## config.mk

```make
export PLATFORM = sky130hd
export DESIGN_NAME = opora_load_ctrl
export DESIGN_NICKNAME = d
export VERILOG_FILES = /design/src/rtl/opora_load_ctrl.sv
export SDC_FILE = /design/constraint.sdc
export NUM_CORES = 1
export LEC_CHECK = 0
export ABC_AREA = 1
export BUFFER_PORTS_ARGS = -buffer_cell sky130_fd_sc_hd__buf_2
export CAP_MARGIN = 30
export CORE_UTILIZATION = 45
export CTS_BUF_LIST = sky130_fd_sc_hd__clkbuf_16
export DETAILED_ROUTE_END_ITERATION = 7
export GPL_TIMING_DRIVEN = 0
export PLACE_DENSITY = 0.66
export SYNTH_ARGS = -nofsm -noshare
export SYNTH_HDL_FRONTEND = slang
export SYNTH_SLANG_ARGS = --single-unit
export TNS_END_PERCENT = 50
```

## constraint.sdc

```tcl
create_clock -name clke -period 3.6 [get_ports clke]
set_clock_uncertainty 0.15 [all_clocks]
set_input_delay 0.72 -clock clke [delete_from_list [all_inputs] [get_ports clke]]
set_output_delay 0.72 -clock clke [all_outputs]
set_load 0.01 [all_outputs]
```

## src/rtl/opora_load_ctrl.sv

```systemverilog
// Opora frame loader: parses MAGIC + coefficients + checksum from the
// Ethernet side and writes a shadow bank, committing it only on a good sum.
//
// Ports:
//   clke, rst_n               clock, synchronous active-low reset
//   opora_en/opora_sof/OPORA  incoming word strobe, frame start, word
//   KOEF_OUT/koef_en/koef_addr coefficient write to block koef_en at addr
//   koef_bank/active_bank     shadow bank written / bank in use
//   opora_ready               one-cycle pulse on commit
//   load_busy                 frame in progress (LOAD or CHK)
//   err_pulse/err_code        error strobe and held code
//                             (0 sum, 1 header, 2 abort, 3 timeout)
//   good_cnt/bad_cnt          saturating frame/error counters
module opora_load_ctrl #(
    parameter int          N       = 4,
    parameter int          MULT_N  = 25,
    parameter int          NLOG    = $clog2(MULT_N),
    parameter logic [15:0] MAGIC   = 16'hA55A,
    parameter int          TIMEOUT = 1023
) (
    input  logic            clke,
    input  logic            rst_n,
    input  logic            opora_en,
    input  logic            opora_sof,
    input  logic [15:0]     OPORA,
    output logic [15:0]     KOEF_OUT,
    output logic [N-1:0]    koef_en,
    output logic [NLOG-1:0] koef_addr,
    output logic            koef_bank,
    output logic            active_bank,
    output logic            opora_ready,
    output logic            load_busy,
    output logic            err_pulse,
    output logic [1:0]      err_code,
    output logic [7:0]      good_cnt,
    output logic [7:0]      bad_cnt
);

    localparam int BLKW = (N > 1) ? $clog2(N) : 1;
    localparam int GAPW = $clog2(TIMEOUT + 1);

    typedef enum logic [1:0] {
        S_IDLE,
        S_LOAD,
        S_CHK,
        S_COMMIT
    } state_t;

    state_t            r_state;
    logic [BLKW-1:0]   r_blk;
    logic [NLOG-1:0]   r_addr;
    logic [15:0]       r_sum;
    logic [GAPW-1:0]   r_gap;

    state_t            w_next;
    logic              w_wr;
    logic              w_clr;
    logic              w_err;
    logic [1:0]        w_code;
    logic              w_commit;
    logic              w_magic;
    logic              w_last;
    logic              w_tout;
    logic              w_addr_wrap;

    assign w_magic     = (OPORA == MAGIC);
    assign w_addr_wrap = (r_addr == NLOG'(MULT_N - 1));
    assign w_last      = w_addr_wrap && (r_blk == BLKW'(N - 1));
    assign w_tout      = (r_gap == GAPW'(TIMEOUT));

    always_comb begin
        w_next   = r_state;
        w_wr     = 1'b0;
        w_clr    = 1'b0;
        w_err    = 1'b0;
        w_code   = 2'd0;
        w_commit = 1'b0;
        unique case (r_state)
            S_IDLE: begin
                if (opora_en && opora_sof) begin
                    if (w_magic) begin
                        w_next = S_LOAD;
                        w_clr  = 1'b1;
                    end else begin
                        w_err  = 1'b1;
                        w_code = 2'd1;
                    end
                end
            end
            S_LOAD, S_CHK: begin
                if (w_tout) begin
                    w_err  = 1'b1;
                    w_code = 2'd3;
                    w_next = S_IDLE;
                end else if (opora_en && opora_sof) begin
                    // A new SOF aborts the current frame; a valid
                    // header restarts loading immediately.
                    w_err  = 1'b1;
                    w_code = 2'd2;
                    if (w_magic) begin
                        w_next = S_LOAD;
                        w_clr  = 1'b1;
                    end else begin
                        w_next = S_IDLE;
                    end
                end else if (opora_en) begin
                    if (r_state == S_LOAD) begin
                        w_wr = 1'b1;
                        if (w_last) w_next = S_CHK;
                    end else if (OPORA == r_sum) begin
                        w_next = S_COMMIT;
                    end else begin
                        w_err  = 1'b1;
                        w_code = 2'd0;
                        w_next = S_IDLE;
                    end
                end
            end
            S_COMMIT: begin
                w_commit = 1'b1;
                w_next   = S_IDLE;
            end
            default: w_next = S_IDLE;
        endcase
    end

    always_ff @(posedge clke) begin
        if (!rst_n) begin
            r_state     <= S_IDLE;
            r_blk       <= '0;
            r_addr      <= '0;
            r_sum       <= '0;
            r_gap       <= '0;
            KOEF_OUT    <= '0;
            koef_en     <= '0;
            koef_addr   <= '0;
            koef_bank   <= 1'b1;
            active_bank <= 1'b0;
            opora_ready <= 1'b0;
            load_busy   <= 1'b0;
            err_pulse   <= 1'b0;
            err_code    <= 2'd0;
            good_cnt    <= '0;
            bad_cnt     <= '0;
        end else begin
            r_state <= w_next;

            // Cascaded block/address counters instead of a divider.
            if (w_clr) begin
                r_blk  <= '0;
                r_addr <= '0;
                r_sum  <= '0;
            end else if (w_wr) begin
                r_sum <= r_sum + OPORA;
                if (w_addr_wrap) begin
                    r_addr <= '0;
                    r_blk  <= r_blk + BLKW'(1);
                end else begin
                    r_addr <= r_addr + NLOG'(1);
                end
            end

            // Idle-gap counter saturates at TIMEOUT.
            if (opora_en || r_state == S_IDLE ||
                r_state == S_COMMIT) begin
                r_gap <= '0;
            end else if (!w_tout) begin
                r_gap <= r_gap + GAPW'(1);
            end

            koef_en <= w_wr ? (N'(1) << r_blk) : '0;
            if (w_wr) begin
                KOEF_OUT  <= OPORA;
                koef_addr <= r_addr;
            end

            active_bank <= active_bank ^ w_commit;
            koef_bank   <= ~(active_bank ^ w_commit);
            opora_ready <= w_commit;
            if (w_commit && good_cnt != 8'hFF)
                good_cnt <= good_cnt + 8'd1;

            load_busy <= (w_next == S_LOAD) || (w_next == S_CHK);

            err_pulse <= w_err;
            if (w_err) begin
                err_code <= w_code;
                if (bad_cnt != 8'hFF) bad_cnt <= bad_cnt + 8'd1;
            end
        end
    end

endmodule
```

---- Word-level counts from Yosys, hierarchy flattened ----
Index checks and enable logic that the tools add are counted.
word-level totals
  register bits after elaboration ......... 83
  bits in latches ......................... 0
  RAM bits ................................ 0
  bits in read-only memories .............. 0
  input port bits ......................... 20
  output and inout port bits .............. 48
  word-level logic and storage cells ...... 85
  memories ................................ 0
cells by class
  $add $sub $neg .......................... 6
  $mul .................................... 0
  div/mod/pow operators ................... 0
  order comparisons ....................... 0
  eq/ne operators ......................... 12
  shifts and indexed selects .............. 1
  multiplexer cells ....................... 34
  bitwise operators ....................... 3
  reduce and logical (&&, ||, !) cells .... 13
operators by type and width
  kind                                                                count
  2-bit 2-to-1 mux                                                    10
  1-bit 2-to-1 mux                                                    19
  16-bit adder                                                        1
  8-bit by 1-bit adder with 8-bit output (second input constant)      2
  16-bit == test                                                      1
  16-bit == test (second input constant)                              1
  8-bit inequality test (second input constant)                       2
  10-bit by 1-bit adder with 10-bit output (second input constant)    1
  10-bit == test (second input constant)                              1
  2-bit == test (second input constant)                               4
  2-bit case mux with 3 select lines                                  1
  2-bit AND reduction                                                 3
  2-bit OR reduction                                                  3
  5-bit by 1-bit adder with 5-bit output (second input constant)      1
  5-bit == test (second input constant)                               1
  5-bit 2-to-1 mux                                                    1
  2-bit by 1-bit == test with 1-bit output (second input constant)    2
  1-bit case mux with 2 select lines                                  2
  2-bit case mux with 2 select lines                                  1
  1-bit by 2-bit << shifter with 4-bit output (first input constant)  1
  1-bit logical AND                                                   3
  1-bit logical OR                                                    3
  2-bit by 1-bit adder with 2-bit output (second input constant)      1
  2-bit logical NOT                                                   1
  2 further kinds                                                     3

---- Depth between registers and ports, before layout ----
  word-level depth ........................ 10
  mapped depth ............................ 13
  gate-level depth less buffers ........... 13

---- Worst setup path after synthesis ----
OpenSTA, ideal clock, no wires.
  kind .................................... in2reg
  start ................................... input port OPORA[0]
  end ..................................... register r_sum[14]
  library setup time ...................... 0.120 ns
  arrival ................................. 2.045 ns
  required time ........................... 3.330 ns
  path slack .............................. 1.286 ns
  stages on the path ...................... 12
  path buffers ............................ 0
  cell sequence ........................... ha_1 -> inv_1 -> fa_1 -> inv_1 -> nand3_1 -> nand2_1 -> nand2_1 -> nand2_1 -> nand3_1 -> nand2_1 -> xor2_1 -> a21oi_2
on the way
  cells in the longest elaborated chain, start to end .. 6
  elaborated cells between the ends (all ways) .. 7
  classes of those cells .................. add/sub (1); eq/ne (1); mux (4); reduce/logical (1)
RTL lines
  item                                 RTL line  RTL
  from (decl)                          25        input logic [15:0] OPORA,
  16-bit == test                       66        assign w_magic = (OPORA == MAGIC);
  1-bit 2-to-1 mux                     81, 100
  1-bit 2-to-1 mux                     95        end else if (opora_en && opora_sof) begin
  1-bit 2-to-1 mux                     91        if (w_tout) begin
  1-bit case mux with 2 select lines   78        unique case (r_state)
  2-bit OR reduction (no source line)  n/a
  to (signal assigned)                 154       r_sum <= r_sum + OPORA;
  to (decl)                            52        logic [15:0] r_sum;
Several ways; a longest one is shown, not always the timed one.
A chain may end at the register's enable or synchronous reset.

---- Worst setup path in the final report ----
Same ends and word-level chain as after synthesis.

==> run summary <==
The maximum fanout along the worst path works out to 4. The final hold violation count was 0; the final setup TNS was 0 ps. In the final layout, flip-flops and latches occupy 1660 um2. In this run the static leakage power is 2.30 nW. After detailed routing, the average wire length per cell comes to 13.3 um. Summed over all layers, the routed wires come to 10.4 mm. The most common cell in the synthesized netlist is sky130_fd_sc_hd__nand2_1. The number of enable flip-flop cells after synthesis works out to 0.

For the post-route antenna net violation count, the log shows 0. In the routed design, unresolved DRC markers number 0. In the final design database the tool counted 699 nets.

The run gives 3,711 as the number of global-route vias before repair. CTS placed an instance of sky130_fd_sc_hd__clkbuf_16 at the clock tree root. For the number of fill cells in the layout, the log shows 880. The tools report the number of antenna violations at the first check in global routing as 0. The routed layout has 3,997 vias. The critical path is of the in -> reg type.

In the synthesized netlist, the cells that appear most often are sky130_fd_sc_hd__nand2_1, sky130_fd_sc_hd__dfxtp_1, sky130_fd_sc_hd__a21oi_1, sky130_fd_sc_hd__nor2_1, sky130_fd_sc_hd__inv_1. Final critical path time including I/O delays and setup: 2320 ps. The min-delay analysis places its worst path in the category reg -> reg. Port buffering added 67 buffers. Peak supply drop: 173 uV. The flip-flop and latch count after synthesis was 83. The power dissipated by switching net loads is 419 uW. The run gives 0.052 as the share of power burned in combinational logic. During synthesis, Yosys emitted a total of 0 warnings.

Clock tree synthesis found a total of 83 sinks. Proportion of synthesized flip-flops having asynchronous set or reset: 0. The first global-routing pass estimated 17.0 mm of wire. TritonCTS built the clock tree. The final worst setup slack was 1280 ps; the number of top-level pins was 68.

From synthesis to final layout, the design area changed by 18.1%. Worst hold path stage count: 2. The tools report the count of cells resized by post-cts repair as 0.

The aggregate global-route resource usage was 0.217. Power spread over the standard cell area amounts to 381 nW/um2. The worst setup path is captured at a flop. Counting along the longest clock path gives a buffer depth of 2.

The post-route clock period utilization came out at 0.645. Biggest area consumer among synthesized cells: sky130_fd_sc_hd__dfxtp_1. Fraction of final layout cells sized beyond drive strength 1: 0.195.

In this run, CTS created clock tree buffers numbering 9. The number of max-cap violations was 0; the maximum clock rate was 430 MHz. Setup repair after global routing left no endpoint under its margin.

Synthesis produced a netlist with a net count of 621. The run gives 2400 um2 as the multi-input logic area. The run finished with clean final reports. Startpoint kind of the worst setup timing path: a primary input.

The routability-driven placement congestion ratio came out at 0.907. The cell count after synthesis came out at 575. The logs give 0.380 for the post-synthesis sequential area ratio and 7.84 mm for the final HPWL from detailed placement. The H-tree generated during clock tree synthesis spans 3 levels. The tools report the number of buffers inserted by post-CTS setup repair as 0. Prior to clock tree synthesis, the placed netlist has a worst setup slack of 957 ps. In the synthesized netlist the dominant register cell turns out to be sky130_fd_sc_hd__dfxtp_1.

The die is 101 um tall. The aggregate global routing overflow is 0, and the floorplan die area is 10,100 um2. The transition time at the pin with the least slew margin is 592 ps. Data on the critical path arrives at its endpoint at 2400 ps.

The relative max-transition margin was 0.605; the data required time of the critical path was 3670 ps. The cell area that synthesis handed to floorplanning was 4370 um2. The switching power as a share of total power was 0.213; the number of vias per cell was 5.09. Maximum number of pins on one net before global-route repair: 13.

The source-to-sink clock delay at the later pin of the worst-skew pair was 330 ps; the post-CTS clock slew at the launch and capture registers of the worst setup and hold paths was 60 ps. The number of DRC markers after the initial detailed-route iteration was 160; the total inserted antenna cells was 0. Yosys mapped the design onto 40 distinct sky130hd cell types. In this run, post-CTS hold repair placed 0 buffers.

The clock share of power is 0.479. The area share of the leading cell type in the synthesized netlist was 0.380. The tools report the internal power as 1.55 mW. The worst register-to-register path has a depth of 12. The average size of a mapped cell is 7.61 um2, and the starting utilization of the core area is 0.469. The run gives 9330 um2 as the core footprint. The part of the power in registers is 0.469, and the row count is 35.

The number of iterations in the first detailed-routing pass was 6; the max-slew violation count was 0. Sorting the synthesized cells by area gives the leading types as sky130_fd_sc_hd__dfxtp_1, sky130_fd_sc_hd__nand2_1, sky130_fd_sc_hd__a21oi_1. For the setup-violating endpoint count in the final report, the log shows 0.

The x dimension of the die is 101 um.
[layer usage]
layer | share of wire | vias up | track usage
met5 | 0 | - | 0
met4 | 0.019 | 0 | 0.0825
met3 | 0.041 | 17 | 0.0534
met2 | 0.49 | 86 | 0.367
met1 | 0.45 | 1833 | 0.265
li1 | - | 2061 | -
[power groups by stage]
stage	clock, mW	sequential (mW)	combinational (mW)
2_1_floorplan	0	0.944	0.0612
3_3_place_gp	0	0.943	0.0989
3_5_place_dp	0	0.943	0.100
6_report	0.942	0.923	0.101
4_1_cts	0.955	0.923	0.101
5_1_grt	1.00	0.923	0.113
[registers in the layout (all words and copies together), names as in the netlist]
name and cells:
koef_en 4, err_pulse 1, koef_bank 1, bad_cnt 8, KOEF_OUT 16, active_bank 1
r_blk 2, good_cnt 8, r_sum 16, r_addr 5, load_busy 1, r_state 2
koef_addr 5, r_gap 10, err_code 2, opora_ready 1
[placed cells by master (no fill, tap or decap), drive strengths merged]
master,n
fa,1
o311a,1
ha,25
xnor2,14
o21bai,2
nor2,58
nand2,122
a21o,2
buf,77
a21oi,76
inv,57
nor4,7
bufinv,2
o21ai,39
xor2,13
and2,1
dfxtp,83
a21boi,1
clkbuf,14
nand4,14
a31oi,3
nand3,30
nor3,4
or2,2
nand3b,4
nor3b,1
clkinv,3
[final timing paths]
check	slack, ps	endpoint	startpoint
worst max register to register	1430	r_sum[14]	r_sum[0]
worst max-delay path	1280	r_sum[14]	OPORA[0]
worst min-delay path	310	good_cnt[4]	good_cnt[4]
worst min register to register	310	good_cnt[4]	good_cnt[4]
[cells by family after synthesis]
kind of cell | after synthesis | synth area share
AO/OA/AOI/OAI | 124 | 0.166
adder cells (fa/ha/maj) | 26 | 0.0761
AND/OR/NAND/NOR | 243 | 0.253
flip-flops | 83 | 0.380
XOR/XNOR | 27 | 0.0541
buffers and inverters | 72 | 0.0710
[metrics by stage]
step                std cells  utilization  hold WS (ps)  total power, mW  instance area, um2
floorplan                 575            -           293             1.01                4370
global placement          771        0.522           294             1.04                4870
detailed placement        771        0.522           303             1.04                4870
CTS                       785        0.554           311             1.98                5170
global route              785        0.554           339             2.04                5170
finish                    785        0.554           308             1.97                5170
[critical path: stages]
cell,delay (ps)
sky130_fd_sc_hd__buf_2,100
sky130_fd_sc_hd__ha_1,170
sky130_fd_sc_hd__inv_1,60
sky130_fd_sc_hd__fa_1,410
sky130_fd_sc_hd__inv_1,70
sky130_fd_sc_hd__nand3_1,70
sky130_fd_sc_hd__nand2_1,160
sky130_fd_sc_hd__nand2_1,70
sky130_fd_sc_hd__nand2_1,140
sky130_fd_sc_hd__nand3_1,100
sky130_fd_sc_hd__nand2_1,90
sky130_fd_sc_hd__xor2_1,180
sky130_fd_sc_hd__a21oi_2,70
[cell type report]
cell class / count / share of cell area
Multi-Input combinational cell: 420 / 0.465
Sequential cell: 83 / 0.322
Timing Repair Buffer: 67 / 0.0649
Clock buffer: 9 / 0.0436
Inverter: 57 / 0.0417
Tap cell: 129 / 0.0312
Buffer: 15 / 0.0184
Clock inverter: 5 / 0.0138
(Power assumes the default switching activity.)
